### src/rtl/button_conditioner_if.sv
`timescale 1ns/1ps
`default_nettype none
// ---------------------------------------------------------------------------
// button_conditioner_if
// Pin-side input and conditioned event outputs of the button conditioner.
// Revision: 1.0
// ---------------------------------------------------------------------------
interface button_conditioner_if #(
  parameter int N_CH = 1
);
  logic [N_CH-1:0] btn_in;
  logic [N_CH-1:0] pressed;
  logic [N_CH-1:0] press_pulse;
  logic [N_CH-1:0] release_pulse;
  logic [N_CH-1:0] long_pulse;
  logic            any_press;

  modport master (
    input  btn_in,
    output pressed,
    output press_pulse,
    output release_pulse,
    output long_pulse,
    output any_press
  );

  modport slave (
    output btn_in,
    input  pressed,
    input  press_pulse,
    input  release_pulse,
    input  long_pulse,
    input  any_press
  );
endinterface
`default_nettype wire

### src/rtl/button_conditioner.sv
`timescale 1ns/1ps
`default_nettype none
// ---------------------------------------------------------------------------
// button_conditioner
// N-channel push-button synchroniser, debouncer and press/release/long pulses.
// Optional macro: LONG_PRESS_EN (per-channel hold counter driving long_pulse).
// Revision: 1.0
// ---------------------------------------------------------------------------
module button_conditioner #(
  parameter int N_CH            = 1,
  parameter bit ACTIVE_LOW      = 1'b1,
  parameter int DEBOUNCE_CYCLES = 270000,
  parameter int LONG_CYCLES     = 27000000
) (
  input  logic                 sys_clk,
  input  logic                 sys_rst_n,
  button_conditioner_if.master btn
);
  localparam int               CNT_W    = $clog2(DEBOUNCE_CYCLES + 1);
  localparam logic [CNT_W-1:0] CNT_LAST = CNT_W'(DEBOUNCE_CYCLES - 1);
  localparam logic             IDLE_LVL = ACTIVE_LOW;

  logic [N_CH-1:0] pressed_vec;
  logic [N_CH-1:0] press_vec;
  logic [N_CH-1:0] release_vec;
  logic [N_CH-1:0] long_vec;
  logic            any_press_q;
  logic            any_press_d;

  if (DEBOUNCE_CYCLES < 1 || LONG_CYCLES < 1) begin : g_param_check
    $error("button_conditioner: DEBOUNCE_CYCLES and LONG_CYCLES must be >= 1");
  end

  for (genvar i = 0; i < N_CH; i++) begin : g_ch
    logic             s1_q, s1_d, s2_q, s2_d;
    logic             stable_q, stable_d;
    logic             rise_q, rise_d, fall_q, fall_d;
    logic [CNT_W-1:0] cnt_q, cnt_d;
    logic             n_lvl;

    always_comb begin
      s1_d     = btn.btn_in[i];
      s2_d     = s1_q;
      n_lvl    = s2_q ^ ACTIVE_LOW;
      stable_d = stable_q;
      cnt_d    = '0;
      rise_d   = 1'b0;
      fall_d   = 1'b0;
      // Any sample matching the stable level restarts the qualification window.
      if (n_lvl != stable_q) begin
        if (cnt_q == CNT_LAST) begin
          stable_d = n_lvl;
          rise_d   = n_lvl;
          fall_d   = ~n_lvl;
        end else begin
          cnt_d = cnt_q + 1'b1;
        end
      end
    end

    always_ff @(posedge sys_clk or negedge sys_rst_n) begin
      if (!sys_rst_n) begin
        s1_q     <= IDLE_LVL;
        s2_q     <= IDLE_LVL;
        stable_q <= 1'b0;
        cnt_q    <= '0;
        rise_q   <= 1'b0;
        fall_q   <= 1'b0;
      end else begin
        s1_q     <= s1_d;
        s2_q     <= s2_d;
        stable_q <= stable_d;
        cnt_q    <= cnt_d;
        rise_q   <= rise_d;
        fall_q   <= fall_d;
      end
    end

    assign pressed_vec[i] = stable_q;
    assign press_vec[i]   = rise_q;
    assign release_vec[i] = fall_q;

`ifdef LONG_PRESS_EN
    localparam int                LONG_W    = $clog2(LONG_CYCLES + 1);
    localparam logic [LONG_W-1:0] HOLD_LAST = LONG_W'(LONG_CYCLES - 1);
    localparam logic [LONG_W-1:0] HOLD_MAX  = LONG_W'(LONG_CYCLES);

    logic [LONG_W-1:0] hold_q, hold_d;
    logic              long_q, long_d;

    // Saturating at HOLD_MAX keeps long_pulse to one shot per press.
    always_comb begin
      hold_d = '0;
      long_d = 1'b0;
      if (stable_q) begin
        hold_d = (hold_q == HOLD_MAX) ? hold_q : hold_q + 1'b1;
        long_d = (hold_q == HOLD_LAST);
      end
    end

    always_ff @(posedge sys_clk or negedge sys_rst_n) begin
      if (!sys_rst_n) begin
        hold_q <= '0;
        long_q <= 1'b0;
      end else begin
        hold_q <= hold_d;
        long_q <= long_d;
      end
    end

    assign long_vec[i] = long_q;
`else
    assign long_vec[i] = 1'b0;
`endif
  end

  always_comb begin
    any_press_d = |press_vec;
  end

  always_ff @(posedge sys_clk or negedge sys_rst_n) begin
    if (!sys_rst_n) begin
      any_press_q <= 1'b0;
    end else begin
      any_press_q <= any_press_d;
    end
  end

  assign btn.pressed       = pressed_vec;
  assign btn.press_pulse   = press_vec;
  assign btn.release_pulse = release_vec;
  assign btn.long_pulse    = long_vec;
  assign btn.any_press     = any_press_q;
endmodule
`default_nettype wire

### src/flat_wrapper.sv
// flat-port wrapper written by rule: the top's interface ports become plain ports
module button_conditioner_flat 
#(
  parameter int N_CH            = 1,
  parameter bit ACTIVE_LOW      = 1'b1,
  parameter int DEBOUNCE_CYCLES = 270000,
  parameter int LONG_CYCLES     = 27000000
)
  (sys_clk, sys_rst_n, btn_btn_in, btn_pressed, btn_press_pulse, btn_release_pulse, btn_long_pulse, btn_any_press);
  button_conditioner_if #(.N_CH(N_CH)) btn_i ();
  input  logic sys_clk;
  input  logic sys_rst_n;
  input wire logic [$bits(btn_i.btn_in)-1:0] btn_btn_in;
  output wire logic [$bits(btn_i.pressed)-1:0] btn_pressed;
  output wire logic [$bits(btn_i.press_pulse)-1:0] btn_press_pulse;
  output wire logic [$bits(btn_i.release_pulse)-1:0] btn_release_pulse;
  output wire logic [$bits(btn_i.long_pulse)-1:0] btn_long_pulse;
  output wire logic [$bits(btn_i.any_press)-1:0] btn_any_press;
  assign btn_i.btn_in = btn_btn_in;
  assign btn_pressed = btn_i.pressed;
  assign btn_press_pulse = btn_i.press_pulse;
  assign btn_release_pulse = btn_i.release_pulse;
  assign btn_long_pulse = btn_i.long_pulse;
  assign btn_any_press = btn_i.any_press;
  button_conditioner #(.N_CH(N_CH), .ACTIVE_LOW(ACTIVE_LOW), .DEBOUNCE_CYCLES(DEBOUNCE_CYCLES), .LONG_CYCLES(LONG_CYCLES)) u_core (.sys_clk(sys_clk), .sys_rst_n(sys_rst_n), .btn(btn_i));
endmodule
### config.mk
export PLATFORM = sky130hd
export DESIGN_NAME = button_conditioner_flat
export DESIGN_NICKNAME = d
export VERILOG_FILES = /design/src/rtl/button_conditioner_if.sv /design/src/rtl/button_conditioner.sv /design/src/flat_wrapper.sv
export SDC_FILE = /design/constraint.sdc
export NUM_CORES = 1
export LEC_CHECK = 0
export ABC_CLOCK_PERIOD_IN_PS = 2850
export CORE_MARGIN = 4
export CORE_UTILIZATION = 55
export CTS_CLUSTER_DIAMETER = 40
export DETAILED_ROUTE_END_ITERATION = 8
export PLACE_DENSITY = 0.75
export RECOVER_POWER = 50
export SYNTH_ARGS = -nofsm -noshare
export SYNTH_HDL_FRONTEND = slang
export SYNTH_SLANG_ARGS = --single-unit
### constraint.sdc
create_clock -name sys_clk -period 2.85 [get_ports sys_clk]
set_input_delay 0.855 -clock sys_clk [delete_from_list [all_inputs] [get_ports sys_clk]]
set_output_delay 0.855 -clock sys_clk [all_outputs]
set_load 0.03 [all_outputs]
# Yosys cells after proc, flatten, opt, wreduce, memory -nomap -nowiden

Cells that the tools add are included.

Register bits: 25
Output and inout port bits: 5

Mux-type cells: 6
Eq/ne operators: 2
Add/subtract/negate cells: 1
Reduce and logical (&&, ||, !) cells: 1
Bitwise operators: 1

Operator list:

| kind                  | number |
|---|---|
| $mux 19               | 2 |
| $add 19x1->19 const B | 1 |
| $eq 19x19->1 const B  | 1 |
| $mux 1                | 4 |
| $reduce_and 2->1      | 1 |
| $ne 1x1->1            | 1 |
| $not 1->1             | 1 |

# Longest topological paths before layout

Word-level depth: 3
Gate-level depth with buffers: 6

# Least setup slack after synthesis

Ideal clock, no wire load.

Path kind: register to register
Start: register u_core.g_ch[0].cnt_q[0]
End: register u_core.g_ch[0].cnt_q[18]
Setup time: 0.078 ns
Cell stages (with the launch flop): 6
Buffers on the path: 0
Data required time: 2.772 ns
Setup slack: 1.102 ns
Arrival: 1.671 ns
Cell sequence: dfrtp_1 > ha_1 > nand3_1 > or4_4 > or3_1 > a21oi_1

Longest elaborated chain between the ends: 3

RTL lines:

| what                                                 | RTL line                                           | source |
|---|---|---|
| from (decl)                                          | button_conditioner.sv:38                           | `logic [CNT_W-1:0] cnt_q, cnt_d;` |
| from (signal assigned)                               | button_conditioner.sv:73                           | `cnt_q <= cnt_d;` |
| $add 19x1->19 / $eq 19x19->1 (equally long branches) | button_conditioner.sv:56, button_conditioner.sv:51 |  |
| $mux 19 (*)                                          | button_conditioner.sv:51                           | `if (cnt_q == CNT_LAST) begin` |
| $mux 19 (*)                                          | button_conditioner.sv:50                           | `if (n_lvl != stable_q) begin` |
| net u_core.g_ch[0].cnt_d[18]                         | button_conditioner.sv:38                           |  |

The timed path passes the listed nets; every way through them passes the cells marked *.
A chain may end at the register's enable or synchronous reset.

# Final worst setup path

Start: register u_core.g_ch[0].stable_q (netlist: u_core.btn.pressed)
End: output port btn_pressed

RTL lines:

| what                   | RTL line                 | source |
|---|---|---|
| from (decl)            | button_conditioner.sv:36 | `logic stable_q, stable_d;` |
| from (signal assigned) | button_conditioner.sv:72 | `stable_q <= stable_d;` |
| to (decl)              | flat_wrapper.sv:14       | `output wire logic [$bits(btn_i.pressed)-1:0] btn_pressed;` |

No word-level cell between the ends.

==> results_tabular.tex <==
\begin{tabular}{lr}
\hline
Metric & Value \\
\hline
\multicolumn{2}{l}{\textbf{Status}} \\
\quad Run status & completed \\
\multicolumn{2}{l}{\textbf{Floorplanning}} \\
\quad Floorplan row count & 16 \\
\quad Starting Density & 0.586 \\
\quad Floorplan die area & 2910 um2 \\
\quad Top-Level Pins & 8 \\
\quad Core outline area & 1980 um2 \\
\quad DIE HEIGHT & 54.0 um \\
\quad Width of the die & between 50 and 60 um \\
\multicolumn{2}{l}{\textbf{Drt}} \\
\quad Initial detailed-routing violation count & 22 \\
\quad Via total after detailed routing & 799 \\
\quad Detailed Routing Iterations Pass 1 & 3 \\
\quad DRC violation count after routing & 0 \\
\quad Routed Wire Length & 2060 um \\
\quad Detailed-route wire length per cell & 14.2 um \\
\quad Vias per inst & 5.51 \\
\quad Number of nets with antenna violations after detailed routing & 0 \\
\multicolumn{2}{l}{\textbf{Worst setup path}} \\
\quad Reg-to-reg setup timing slack & 0.88 ns \\
\quad Critical path start-end classification & reg -> out \\
\quad Startpoint type of the worst setup path & register \\
\quad CP Capture Type & primary output \\
\quad Beginning of the worst register-to-register path & u\_core.g\_ch[0].cnt\_q[0] \\
\quad Critical Path Stages & 1 \\
\quad Worst Path Required & around 2 ns \\
\quad CP delay by family, top & buffers and inverters \\
\quad Critical Path, Cell by Cell & clkdlybuf4s50\_1 \\
\quad Max incr delay on CP & 0.69 ns \\
\quad CP max stage cell & clkdlybuf4s50\_1 \\
\quad End of the worst register-to-register path & u\_core.g\_ch[0].cnt\_q[9] \\
\quad CP bufs+invs & 1 \\
\quad Endpoint arrival time on the critical path & 1.43 ns \\
\quad Crit-path max FO & 5 \\
\quad Worst Reg2Reg Path Length in Cells & 5 \\
\multicolumn{2}{l}{\textbf{Timing}} \\
\quad Sum Neg Setup Slack & 0 ns \\
\quad Normalized max-slew margin & 0.517 \\
\quad Final-report hold violation count & 0 \\
\quad RSZ-0062 raised after global routing & no \\
\quad Final number of setup-violating endpoints & 0 \\
\quad Minimum clock period after layout & 2.28 ns \\
\quad Fmax & 0.438 GHz \\
\quad Period Utilization, post-route & 0.801 \\
\quad Count of final max-slew check failures & 0 \\
\quad Worst slew pin tran & 0.724 ns \\
\quad Clock skew & 0.00226 ns \\
\multicolumn{2}{l}{\textbf{Power and ir drop}} \\
\quad Logic gate share of total power & 0.041 \\
\quad VDD IR-drop max & 0.000359 V \\
\quad PwrDens & 423 nW/um2 \\
\quad Fraction of power spent switching nets & 0.217 \\
\quad Static Leakage & a little over 0.5 nW \\
\quad Internal cell power & 0.422 mW \\
\quad Flop pwr share & 0.679 \\
\quad Clock power share & 0.280 \\
\quad Reported net switching power & 0.117 mW \\
\multicolumn{2}{l}{\textbf{Cells and area}} \\
\quad Most frequent standard cell in the layout excluding fill and tap cells & dfrtp\_1 \\
\quad Commonest cells after routing, fill and taps aside & dfrtp\_1, nor2\_1, nand3\_1, xnor2\_1, xor2\_1 \\
\quad ANT cells & 0 \\
\quad Area added between synthesis and finish & 9.58\% \\
\quad Filler cells & 161 \\
\quad Fraction of final layout cells with drive strength greater than 1 & 0.110 \\
\quad Design Area, Final & 1270 um2 \\
\quad Final nets & 123 \\
\multicolumn{2}{l}{\textbf{Clocking}} \\
\quad Quantity of gates resized following cts & 0 \\
\quad Root Buffer Master & clkbuf\_4 \\
\quad Number of buffers inserted for hold repair after clock tree synthesis & 0 \\
\quad TritonCTS clock tree & built \\
\quad Deepest level of the CTS H-tree & 1 \\
\quad Clock input transition at the sequential cells of the worst setup and hold paths & around 0.12 ns \\
\quad Bufs on Longest Clock Path & 2 \\
\quad Worst skew pair latency & 0.31 ns \\
\quad Sink count of the clock tree & 25 \\
\quad Total clock buffers created by CTS & 3 \\
\quad Post-CTS setup buffers & 0 \\
\multicolumn{2}{l}{\textbf{Flow run}} \\
\quad Maxcap violations & 0 \\
\multicolumn{2}{l}{\textbf{Place}} \\
\quad Standard cell area after detailed placement & roughly 1300 um2 \\
\quad I/O Buffers & 6 \\
\quad Weighted congestion at the end of routability-driven global placement & 0.769 \\
\quad Detailed-placement wirelength estimate & roughly 1500 um \\
\multicolumn{2}{l}{\textbf{Hold path}} \\
\quad Worst Hold End & u\_core.g\_ch[0].s2\_q \\
\quad Worst hold start & u\_core.g\_ch[0].s1\_q \\
\quad Worst hold-check path type & reg -> reg \\
\quad Cell count of the worst hold path & 0 \\
\multicolumn{2}{l}{\textbf{Global routing}} \\
\quad First-pass GRT wire length & 3770 um \\
\quad Aggregate global routing overflow & 0 \\
\quad Overall Global Routing Usage & 0.178 \\
\quad Via count of the first global-routing pass & 863 \\
\quad Number of antenna violations at the first check in global routing & 0 \\
\quad Largest net degree at the start of global routing & 19 \\
\multicolumn{2}{l}{\textbf{Logic synthesis}} \\
\quad Part of the Yosys area used for sequential elements & 0.540 \\
\quad Largest family of logic cells by synthesized area & simple AND/OR/NAND/NOR gates \\
\quad Netlist area before placement & 1160 um2 \\
\quad Most used flip-flop cell after synthesis & dfrtp\_1 \\
\quad Post-synthesis share of cell area spent on xor and xnor gates & 0.105 \\
\quad Syn\_nets & 113 \\
\quad Yosys synthesis warning count & 0 \\
\quad Post-Syn Area per Cell & 10.7 um2 \\
\quad Largest area contributor in the netlist & dfrtp\_1 \\
\quad Post-Synth Simple-Gate Area & 0.269 \\
\quad Cell variety after synth & 29 \\
\quad Multiplexer share of the synthesized area & 0 \\
\quad Fraction of the mapped netlist area in adder cells & 0.0108 \\
\quad Area fraction of the dominant cell type after synthesis & 0.495 \\
\quad Number of cells produced by synthesis & 109 \\
\quad Cell types with the largest area share after synthesis & dfrtp\_1, xnor2\_1, xor2\_1, nor2\_1, dfstp\_2 \\
\quad Number of flops mapped to enable cells by yosys & 0 \\
\quad Compound-cell area share of the yosys netlist & 0.0506 \\
\quad Flip-flop and latch count after synthesis & 25 \\
\quad Async SR Flop Fraction & 1.00 \\
\hline
\end{tabular}
[area by class of cell]
cell class                 count  area, um2  area share
timing repair buffer           7       63.8      0.0501
sequential                    25        628       0.493
inverter                       3       11.3     0.00884
multi-input combinational     79        510       0.401
clock buffer                   4       26.3      0.0206
tap                           27       33.8      0.0265
[synthesized netlist by cell type (2+ instances only)]
| cell type | instances |
|---|---|
| dfrtp_1 | 23 |
| nor2_1 | 16 |
| nand3_1 | 7 |
| xnor2_1 | 7 |
| xor2_1 | 7 |
| o21ai_0 | 6 |
| nand4_1 | 5 |
| a21oi_1 | 4 |
| or3_1 | 4 |
| inv_1 | 3 |
| nand2_1 | 3 |
| and3_1 | 2 |
| dfstp_2 | 2 |
| nor3_1 | 2 |
| nor4_1 | 2 |
| or2_2 | 2 |
| or4_4 | 2 |
[routing by layer]
layer  global-route usage  up-vias  wire length, um
met4               0.0788        0               21
met1                0.238      386             1030
met5                    0        -                0
met3               0.0471        4               61
met2                0.272        9              953
li1                     -      400                -
[metrics by stage]
stage	worst slack (ns)	power, mW	cells	utilization	hold slack [ns]
global route	0.492	0.568	145	0.643	0.373
floorplan	1.10	0.383	109	-	0.345
CTS	0.563	0.546	145	0.645	0.367
finish	0.568	0.539	145	0.643	0.366
detailed placement	0.895	0.396	141	0.631	0.349
global placement	0.926	0.395	141	0.631	0.346
[kinds of logic after synthesis]
kind of cell	after synthesis
simple gates	52
xor+xnor	14
fa+ha+maj	1
flops	25
buf+inv	5
compound gates	11
other cells	1
[worst max-delay path by stage]
stage / startpoint / to / slack [ns]
after floorplan: u_core.g_ch[0].cnt_q[0] / u_core.g_ch[0].cnt_q[18] / 1.10
after global placement: u_core.btn.pressed / btn_pressed / 0.93
after detailed placement: u_core.g_ch[0].cnt_q[0] / u_core.g_ch[0].cnt_q[12] / 0.90
after CTS: u_core.btn.pressed / btn_pressed / 0.56
after global routing: u_core.btn.pressed / btn_pressed / 0.49
final: u_core.btn.pressed / btn_pressed / 0.57
[power by group through the flow]
stage	logic [mW]	clock network, mW	registers (mW)
global route	0.0252	0.176	0.367
CTS	0.0235	0.157	0.366
finish	0.0219	0.151	0.366
floorplan	0.0117	0	0.371
global placement	0.0230	0	0.372
detailed placement	0.0233	0	0.373
[flip-flops by register name, indices dropped and copies added, names as in the netlist]
name                      count
u_core.g_ch.s1_q              1
u_core.btn.pressed            1
u_core.btn.any_press          1
u_core.g_ch.cnt_q            19
u_core.btn.release_pulse      1
u_core.btn.press_pulse        1
u_core.g_ch.s2_q              1
No activity file was read; power rests on OpenSTA's default activity.
